## src/rtl/satd_block_engine.sv

```systemverilog
// Streaming SATD/SAD cost engine for one N x N block, one pixel row per handshake.
// Rows take a 1-D Hadamard into a transpose buffer; a column pass then accumulates |coef|.
module satd_block_engine #(
    parameter int WIDTH = 8,
    parameter int N     = 4,
    parameter int OUT_W = WIDTH + 1 + 4 * ((N == 8) ? 3 : 2)
) (
    input  logic                 clk,
    input  logic                 rst,
    input  logic                 in_valid,
    output logic                 in_ready,
    input  logic [WIDTH*N-1:0]   org_row,
    input  logic [WIDTH*N-1:0]   cur_row,
    input  logic                 mode_sad,
    output logic                 out_valid,
    input  logic                 out_ready,
    output logic [OUT_W-1:0]     cost,
    output logic                 cost_mode
);
    localparam int LOG2N = (N == 8) ? 3 : 2;
    localparam int DW    = WIDTH + 1;
    localparam int RW    = WIDTH + 1 + LOG2N;
    localparam int CW    = WIDTH + 1 + 2 * LOG2N;

    localparam logic [1:0] S_ROWS  = 2'd0;
    localparam logic [1:0] S_FLUSH = 2'd1;
    localparam logic [1:0] S_DONE  = 2'd2;

    if (N != 4 && N != 8) begin : g_bad_n
        $error("satd_block_engine: N must be 4 or 8");
    end

    logic [1:0]             r_state;
    logic [LOG2N-1:0]       r_row_cnt;
    logic [LOG2N-1:0]       r_col_cnt;
    logic [OUT_W-1:0]       r_acc;
    logic                   r_mode;
    logic [OUT_W-1:0]       r_cost;
    logic                   r_cost_mode;
    logic signed [RW-1:0]   r_buf [N][N];

    logic signed [DW-1:0]   w_d  [N];
    logic signed [CW-1:0]   w_rh [LOG2N+1][N];
    logic signed [CW-1:0]   w_ch [LOG2N+1][N];
    logic [OUT_W-1:0]       w_sad_row;
    logic [OUT_W-1:0]       w_satd_col;
    logic                   w_hs;
    logic                   w_mode_eff;

    // Sign-extend one bit before negating so the most negative value stays exact.
    function automatic logic [CW:0] f_abs(input logic signed [CW-1:0] x);
        logic signed [CW:0] t;
        t = {x[CW-1], x};
        return t[CW] ? $unsigned(-t) : $unsigned(t);
    endfunction

    assign in_ready   = (r_state == S_ROWS) && !rst;
    assign out_valid  = (r_state == S_DONE);
    assign cost       = r_cost;
    assign cost_mode  = r_cost_mode;
    assign w_hs       = in_valid && in_ready;
    assign w_mode_eff = (r_row_cnt == '0) ? mode_sad : r_mode;

    // Row differences and butterfly; partner index i^h keeps every stage in range.
    always_comb begin
        w_sad_row = '0;
        for (int k = 0; k < N; k++) begin
            w_d[k]     = {1'b0, cur_row[k*WIDTH +: WIDTH]} - {1'b0, org_row[k*WIDTH +: WIDTH]};
            w_rh[0][k] = CW'(w_d[k]);
            w_sad_row  = w_sad_row + OUT_W'(f_abs(w_rh[0][k]));
        end
        for (int s = 0; s < LOG2N; s++) begin
            for (int i = 0; i < N; i++) begin
                if ((i & (1 << s)) == 0)
                    w_rh[s+1][i] = w_rh[s][i] + w_rh[s][i ^ (1 << s)];
                else
                    w_rh[s+1][i] = w_rh[s][i ^ (1 << s)] - w_rh[s][i];
            end
        end
    end

    always_comb begin
        w_satd_col = '0;
        for (int i = 0; i < N; i++)
            w_ch[0][i] = CW'(r_buf[i][r_col_cnt]);
        for (int s = 0; s < LOG2N; s++) begin
            for (int i = 0; i < N; i++) begin
                if ((i & (1 << s)) == 0)
                    w_ch[s+1][i] = w_ch[s][i] + w_ch[s][i ^ (1 << s)];
                else
                    w_ch[s+1][i] = w_ch[s][i ^ (1 << s)] - w_ch[s][i];
            end
        end
        for (int i = 0; i < N; i++)
            w_satd_col = w_satd_col + OUT_W'(f_abs(w_ch[LOG2N][i]));
    end

    always_ff @(posedge clk) begin
        if (w_hs) begin
            for (int k = 0; k < N; k++)
                r_buf[r_row_cnt][k] <= w_rh[LOG2N][k][RW-1:0];
        end
    end

    always_ff @(posedge clk) begin
        if (rst) begin
            r_state     <= S_ROWS;
            r_row_cnt   <= '0;
            r_col_cnt   <= '0;
            r_acc       <= '0;
            r_mode      <= 1'b0;
            r_cost      <= '0;
            r_cost_mode <= 1'b0;
        end else begin
            case (r_state)
                S_ROWS: begin
                    if (in_valid) begin
                        if (r_row_cnt == '0)
                            r_mode <= mode_sad;
                        if (w_mode_eff)
                            r_acc <= r_acc + w_sad_row;
                        r_row_cnt <= r_row_cnt + 1'b1;
                        if (r_row_cnt == LOG2N'(N - 1)) begin
                            r_state   <= S_FLUSH;
                            r_col_cnt <= '0;
                        end
                    end
                end
                S_FLUSH: begin
                    if (!r_mode)
                        r_acc <= r_acc + w_satd_col;
                    r_col_cnt <= r_col_cnt + 1'b1;
                    if (r_col_cnt == LOG2N'(N - 1)) begin
                        r_state     <= S_DONE;
                        r_cost      <= r_mode ? r_acc : r_acc + w_satd_col;
                        r_cost_mode <= r_mode;
                    end
                end
                S_DONE: begin
                    if (out_ready) begin
                        r_state   <= S_ROWS;
                        r_acc     <= '0;
                        r_row_cnt <= '0;
                    end
                end
                default: r_state <= S_ROWS;
            endcase
        end
    end
endmodule

```

## config.mk

```make
export PLATFORM = sky130hd
export DESIGN_NAME = satd_block_engine
export DESIGN_NICKNAME = d
export VERILOG_FILES = /design/src/rtl/satd_block_engine.sv
export SDC_FILE = /design/constraint.sdc
export NUM_CORES = 1
export LEC_CHECK = 0
export ABC_AREA = 1
export ABC_CLOCK_PERIOD_IN_PS = 8150
export CORE_MARGIN = 5
export CORE_UTILIZATION = 50
export CTS_CLUSTER_SIZE = 10
export DETAILED_ROUTE_END_ITERATION = 8
export PLACE_DENSITY_LB_ADDON = 0.08
export SYNTH_ARGS = -nofsm -noshare
export SYNTH_HDL_FRONTEND = slang
export SYNTH_SLANG_ARGS = --single-unit
```

## constraint.sdc

```tcl
create_clock -name clk -period 8.15 [get_ports clk]
set_clock_uncertainty 0.15 [all_clocks]
set_input_delay 1.63 -clock clk [delete_from_list [all_inputs] [get_ports clk]]
set_output_delay 1.63 -clock clk [all_outputs]
set_load 0.01 [all_outputs]
```

==> results.txt, run 1 <==
The run finished with clean final reports. The wire-length estimate of the detail-placed layout is between 50000 and 60000 um. In this run the number of H-tree levels came out at 1.

The initial core utilization came out at 50.4%. The largest stage delay on the critical path came out at 530 ps. Counting flops and latches in the post-synthesis netlist gives 210.

After the first detailed-routing iteration, the DRC count stood at 1709. The slew of the pin with the lowest slew margin came out at 961 ps. The proportion of layout cells with a drive suffix above 1 is 8.69%. The clock-pin slew on the worst setup and hold paths is ~60 ps. Setup repair after global routing could not meet its margin everywhere. After routing, the total negative slack on setup checks comes to 0 ps. In this run, post-CTS hold repair placed 0 buffers. The final-report max-slew violation count is 0.

The critical path capture point type is a register. The boundary pin count is 89. The required time reported for the critical path endpoint is between 8000 and 9000 ps. The count of TritonRoute iterations in the first routing pass came out at 6. The die area came out at approximately 50000 um2. The net count reported at finish is 3576. The clock net sink count is between 200 and 250. The number of antenna violations at the first check in global routing is 0. The startpoint of the most critical setup path is r_col_cnt[0].

The routed wirelength normalized by instance count is approximately 18 um. The final count of hold timing violations came out at 0. The cell sitting at the root of the clock tree is a sky130_fd_sc_hd__clkbuf_16.

Across the whole layout, storage elements account for ~6000 um2. The post-detailed-routing wire length came out at a little under 70000 um. The remaining global-route overflow came out at 0. The die outline width came out at around 230 um.

The number of flops mapped to enable cells by yosys is 168. The end point of the critical path is cost[15]. The clock tree buffer depth came out at 3.

The Yosys step of the flow raised 0 warnings. Once layout is complete, the utilization of the core stands at between 50% and 60%. In this run the critical register-to-register path is captured at cost[15]. The congestion estimate from routability-driven global placement came to 0.956.

The relative area change from synthesis to final layout came out at 12.5%. 0 antenna diodes ended up in the layout. The count of buffers from port buffering came out at 88. The average vias per placed instance is about 5.5.

The most used flip-flop cell after synthesis is sky130_fd_sc_hd__edfxtp_1. The detailed router placed between 20000 and 25000 vias in this run. The final setup violation count is 0. In this run the mean area of a mapped cell was 7.70 um2. The number of standard-cell rows in the floorplan came out at 79. The first global-routing pass estimated 108000 um of wire. The number of cells produced by synthesis came out at 3033.

Sequential elements use 25.2% of the synthesized area. The worst register-to-register path has a depth of 37. After synthesis, the share of flip-flops with an asynchronous set or reset is 0%. The worst hold path cell count is 2. The worst-skew pair later-pin latency came out at around 530 ps. In the post-synthesis netlist, the biggest area contributors are sky130_fd_sc_hd__edfxtp_1 (22%), sky130_fd_sc_hd__ha_1 (14%), sky130_fd_sc_hd__nand2_1 (9.4%), sky130_fd_sc_hd__fa_1 (8.5%), sky130_fd_sc_hd__inv_1 (8.3%).

TritonCTS created 25 clock buffers. For this design, the slowest cell found on the critical path is sky130_fd_sc_hd__fa_1. The maximum number of pins on one net before global-route repair is a little over 80. The part of the cycle the worst path needs is a little over nine tenths. The clock tree from TritonCTS is done. The setup path with the least slack is of type register to register.

The final worst hold slack came out at roughly 390 ps. The relative slew slack is between 30% and 40%. The total standard cell area after synthesis came out at about 23000 um2. The via count of the first global-routing pass is around 20000. The biggest fanout along the worst timing path came out at 15. In the routed design, unresolved DRC markers number 0. In this run the biggest area consumer among cell types represents a little over a fifth of the synthesized area. In this run the remaining antenna-violating nets after routing total 0. The core region is about 46000 um2. The all-layer global routing usage came out at 26.4%. The startpoint of the most critical register-to-register path is r_col_cnt[0]. The die height came out at 226 um. The number of fillers in the final layout came out at about 4300. For flop-to-flop paths, the worst setup slack is roughly 330 ps.

The most frequent standard cell in the layout excluding fill and tap cells is sky130_fd_sc_hd__nand2_1. At the worst endpoint, the arrival time is around 8100 ps. The number of distinct standard cells referenced by the synthesized netlist came out at 65.

In this run the worst hold path is classified as register to register. The reported max-cap violation count came out at 0. The clock period minus final worst setup slack is slightly below 8000 ps. In the layout the commonest cells are sky130_fd_sc_hd__nand2_1 (583), sky130_fd_sc_hd__inv_1 (511), sky130_fd_sc_hd__ha_1 (250). The startpoint kind of the worst setup timing path is a register. The multi-input gate area in the final layout came out at 15400 um2. The biggest area contributor in the post-synthesis netlist is sky130_fd_sc_hd__edfxtp_1. The fmax is approximately 130 MHz.
[logic make-up (layout without fill, tap and decap cells)]
kind of cell,Yosys count,count (layout),synth area share [%]
simple gates,1143,1143,21.4
buf+inv,628,729,10.6
compound gates,514,514,13.2
fa+ha+maj,359,359,22.4
flops,210,210,25.2
xor+xnor,177,177,7.14
other cells,2,21,0.0322
[stage by stage]
step	cell area, um2	cells	setup slack, ps
3_3_place_gp	25100	3717	114
4_1_cts	25800	3749	5.01
3_5_place_dp	25100	3717	41.5
6_report	26300	3760	327
2_1_floorplan	23400	3052	1050
5_1_grt	26300	3760	-103
[cell type report]
class                           count  area share, %
Tap cell                          607           2.89
Clock inverter                      3          0.119
Timing Repair Buffer              153           5.76
Clock buffer                       29           2.48
Multi-Input combinational cell   2214           58.5
Inverter                          544           7.85
Sequential cell                   210           22.4
[flip-flops by register name (all words and copies together), names as in the netlist]
signal and count:
cost 17, cost_mode 1, r_acc 17, r_buf 168
r_col_cnt 2, r_mode 1, r_row_cnt 2, r_state 2
[Yosys cell counts, types with 26 or more instances]
library cell	count
sky130_fd_sc_hd__nand3_1	190
sky130_fd_sc_hd__nand2_2	27
sky130_fd_sc_hd__xor2_1	145
sky130_fd_sc_hd__inv_1	515
sky130_fd_sc_hd__clkbuf_1	43
sky130_fd_sc_hd__nand4_1	44
sky130_fd_sc_hd__dfxtp_1	42
sky130_fd_sc_hd__o21ai_0	143
sky130_fd_sc_hd__fa_1	99
sky130_fd_sc_hd__nor2_1	194
sky130_fd_sc_hd__nor3_1	38
sky130_fd_sc_hd__nand2_1	584
sky130_fd_sc_hd__edfxtp_1	168
sky130_fd_sc_hd__a21oi_1	196
sky130_fd_sc_hd__ha_1	260
sky130_fd_sc_hd__o22ai_1	26
[worst min path at each step]
stage	from	end	slack, ps
2_1_floorplan	r_state[1]	r_state[1]	340
3_3_place_gp	cost[16]	cost[16]	340
3_5_place_dp	cost[16]	cost[16]	370
4_1_cts	cost[16]	cost[16]	390
5_1_grt	cost[16]	cost[16]	400
6_report	r_state[1]	r_state[1]	390
[critical path: cells and delay by family (launching register included)]
family / cells / cell delay [ps]
flops: 1 / 480
simple gates: 12 / 1520
compound gates: 9 / 1420
fa+ha+maj: 6 / 2670
xor+xnor: 2 / 560
buf+inv: 8 / 890
[metal layers]
layer / track usage, % / share of wire [%] / vias up / wire, um
li1: - / - / 10087 / -
met1: 36.1 / 44 / 9746 / 30400
met2: 45.6 / 48 / 669 / 33500
met3: 1.94 / 5.1 / 105 / 3550
met4: 7.24 / 3.0 / 0 / 2060
met5: 0 / 0 / - / 0
[what timing repair did]
action	in CTS	in global routing
endpoints found under the setup margin	0	29
setup buffers	0	6
gates resized for setup	0	67
Power of run 1 is not shown: default switching activity piles up to over one toggle a cycle in this logic, so the estimate is an artifact.
==> run 2, diff against run 1 <==
--- a/config.mk
+++ b/config.mk
@@ -12,6 +12,7 @@
 export CTS_CLUSTER_SIZE = 10
 export DETAILED_ROUTE_END_ITERATION = 8
 export PLACE_DENSITY_LB_ADDON = 0.08
+export REMOVE_ABC_BUFFERS = 1
 export SYNTH_ARGS = -nofsm -noshare
 export SYNTH_HDL_FRONTEND = slang
 export SYNTH_SLANG_ARGS = --single-unit
==> results.txt, run 2 (synthesized netlist as in run 1, its figures left out) <==
Once detail routing completed, the nets flagged for antenna violations numbered 0. The worst path setup slack after routing is approximately 470 ps. The clock net sink count is 210. The routed wirelength normalized by instance count is between 15 and 20 um. The largest stage delay on the critical path is 540 ps.

The data arrival at the endpoint of the critical path came out at 7950 ps. The register with the most flip-flops in the layout has 168 of them. The worst-case reg-to-reg path depth is between 40 and 50. The clock period minus final worst setup slack came out at ~7700 ps.

The number of DRC violations after detailed-routing iteration 0 came out at between 1000 and 1500. The remaining global-route overflow is 0. The count of buffers from port buffering came out at 88. The via count of the first global-routing pass is between 15000 and 20000. Detailed placement ended at an HPWL of approximately 53000 um. The final count of hold timing violations is 0.

The clock passes through at most 3 buffers. The via count came out at roughly 20000. The reported max-cap violation count is 0. The top cell types in the final layout, fill and taps aside, are sky130_fd_sc_hd__nand2_1 (584), sky130_fd_sc_hd__inv_1 (513), sky130_fd_sc_hd__ha_1 (251). The proportion of layout cells with a drive suffix above 1 came out at between 8 and 9%. The boundary pin count is slightly below 90. The floorplan step set the die height to 226 um. The required time reported for the critical path endpoint is roughly 8400 ps.

Counting buffers and inverters, the worst setup path is 41 cells deep. The initialized floorplan defines slightly below 80 standard-cell rows. After clock tree synthesis, the clock-pin slew on the worst setup and hold paths is 50 ps. The DRC violations left came out at 0. The relative area change from synthesis to final layout came out at 12.1%. The final-report max-slew violation count was 0. The biggest fanout along the worst timing path is 60.

Timing would allow up to approximately 130 MHz. After detailed routing, the number of vias per cell comes to around 5.4. The die outline width is around 230 um. The kind of path behind the tightest hold check is register to register.

The register containing the most flip-flops in the final layout is r_buf. The run finished with clean final reports. TritonCTS built the clock tree.

In this run the critical register-to-register path is launched from r_col_cnt[1]. The number of H-tree branching levels came out at 1. The critical path's slowest cell is sky130_fd_sc_hd__fa_1.

The initial utilization of the core area, before any placement, comes to between 50% and 60%. Setup violations remaining at the end of the flow were counted as 0. The most critical setup path has its startpoint at r_col_cnt[1]. The startpoint kind of the worst setup timing path is a register.

The die covers between 50000 and 60000 um2. The critical path capture point type is a register. The reg2reg setup slack is around 470 ps. The all-layer global routing usage is about 25%.

Summed over all failing endpoints, the final setup total negative slack is 0 ps. In this run the critical register-to-register path is captured at cost[16]. The library cell used most frequently in the layout, excluding fill and tap cells, is sky130_fd_sc_hd__nand2_1.

The final layout contains 3566 nets. The standard cell core area came out at around 46000 um2. The buffer and inverter count on the worst path is 12.

In this run, CTS created clock tree buffers numbering 26. The number of antenna violations at the first check in global routing came out at 2. The maximum number of pins on one net before global-route repair is 65. The slew of the pin with the lowest slew margin came out at 1080 ps. Clock latency on the worst-skew pair, taken at its later pin, is between 500 and 600 ps. In this design, the critical path's most frequently occurring cell is sky130_fd_sc_hd__inv_1. The number of placed instances, taps included, is between 3000 and 4000. The design area is 26200 um2.

The final non-filler cell total is ~3800. By startpoint and endpoint, the worst setup path is classified as register to register. For this run, the detailed router's first-pass iteration total came to 6. The post-placement cell area is ~25000 um2. The final critical path takes up 94.2% of the cycle. 0 antenna diodes ended up in the layout. The setup slack after placement came out at 88.2 ps. The most critical setup path has its endpoint at cost[16].

The root buffer cell chosen for the clock tree is sky130_fd_sc_hd__clkbuf_16. The wire length of the first global-routing pass is between 100000 and 150000 um. Headroom to the max-slew limit came out at around 27%. The kind of cell with the highest combined delay along the critical path is adder cells. The final RePlAce weighted congestion came out at 0.963.

The post-detailed-routing wire length is between 60000 and 70000 um.
-- run 2: cell types whose count changed in the layout (fill, tap and decap cells not counted), sizes merged --
| cell | previous run | this run |
|---|---|---|
| clkbuf | 33 | 45 |
| dlymetal6s2s | 1 | 0 |
| inv | 540 | 539 |
| buf | 60 | 53 |
| clkinv | 7 | 8 |
-- run 2: repair_timing --
item,CTS,global route
setup buffers,0,9
resized for setup,0,49
setup endpoints to repair,0,27
hold buffers,0,0
hold endpoints to repair,0,0
-- run 2: layout make-up --
cell class,instances,area [um2]
Clock buffer,44,748
Clock inverter,3,47.5
Fill cell,4438,20200
Inverter,544,2050
Multi-Input combinational cell,2214,15300
Sequential cell,210,5890
Tap cell,607,759
Timing Repair Buffer,142,1370
-- run 2: metal layers --
metal	track usage (%)	share of wire (%)	vias to the layer above
li1	-	-	10086
met1	35.8	46	9685
met2	42.6	46	571
met3	2.35	4.7	89
met4	5.98	2.7	2
met5	0	0.030	-
-- run 2: worst min-delay path by stage --
| stage | cells after the start | to | from | slack, ps |
|---|---|---|---|---|
| global route | 2 | cost[16] | cost[16] | 400 |
| finish | 2 | cost[16] | cost[16] | 360 |
| floorplan | 2 | r_state[1] | r_state[1] | 340 |
| detailed placement | 2 | cost[16] | cost[16] | 350 |
| global placement | 2 | cost[16] | cost[16] | 350 |
| CTS | 2 | cost[16] | cost[16] | 360 |
-- run 2: metrics by stage --
| step | util, % | hold WS (ps) |
|---|---|---|
| after floorplan | - | 342 |
| after global placement | 54.1 | 346 |
| after detailed placement | 54.1 | 349 |
| after CTS | 55.8 | 363 |
| after global routing | 56.5 | 395 |
| final | 56.5 | 359 |
-- run 2: worst min-delay path, stage by stage, from the launching register on --
cell                       delay (ps)
sky130_fd_sc_hd__dfxtp_1          320
sky130_fd_sc_hd__o211ai_1         100
sky130_fd_sc_hd__inv_1             60
Power of run 2 is left out for the same reason.
==> run 3, diff against run 2 <==
--- a/config.mk
+++ b/config.mk
@@ -7,6 +7,7 @@
 export LEC_CHECK = 0
 export ABC_AREA = 1
 export ABC_CLOCK_PERIOD_IN_PS = 8150
+export CAP_MARGIN = 20
 export CORE_MARGIN = 5
 export CORE_UTILIZATION = 50
 export CTS_CLUSTER_SIZE = 10
==> results of run 3 <==
No change in the layout: final DEF, timing and power equal those of run 2.
Power of run 3 is left out for the same reason.
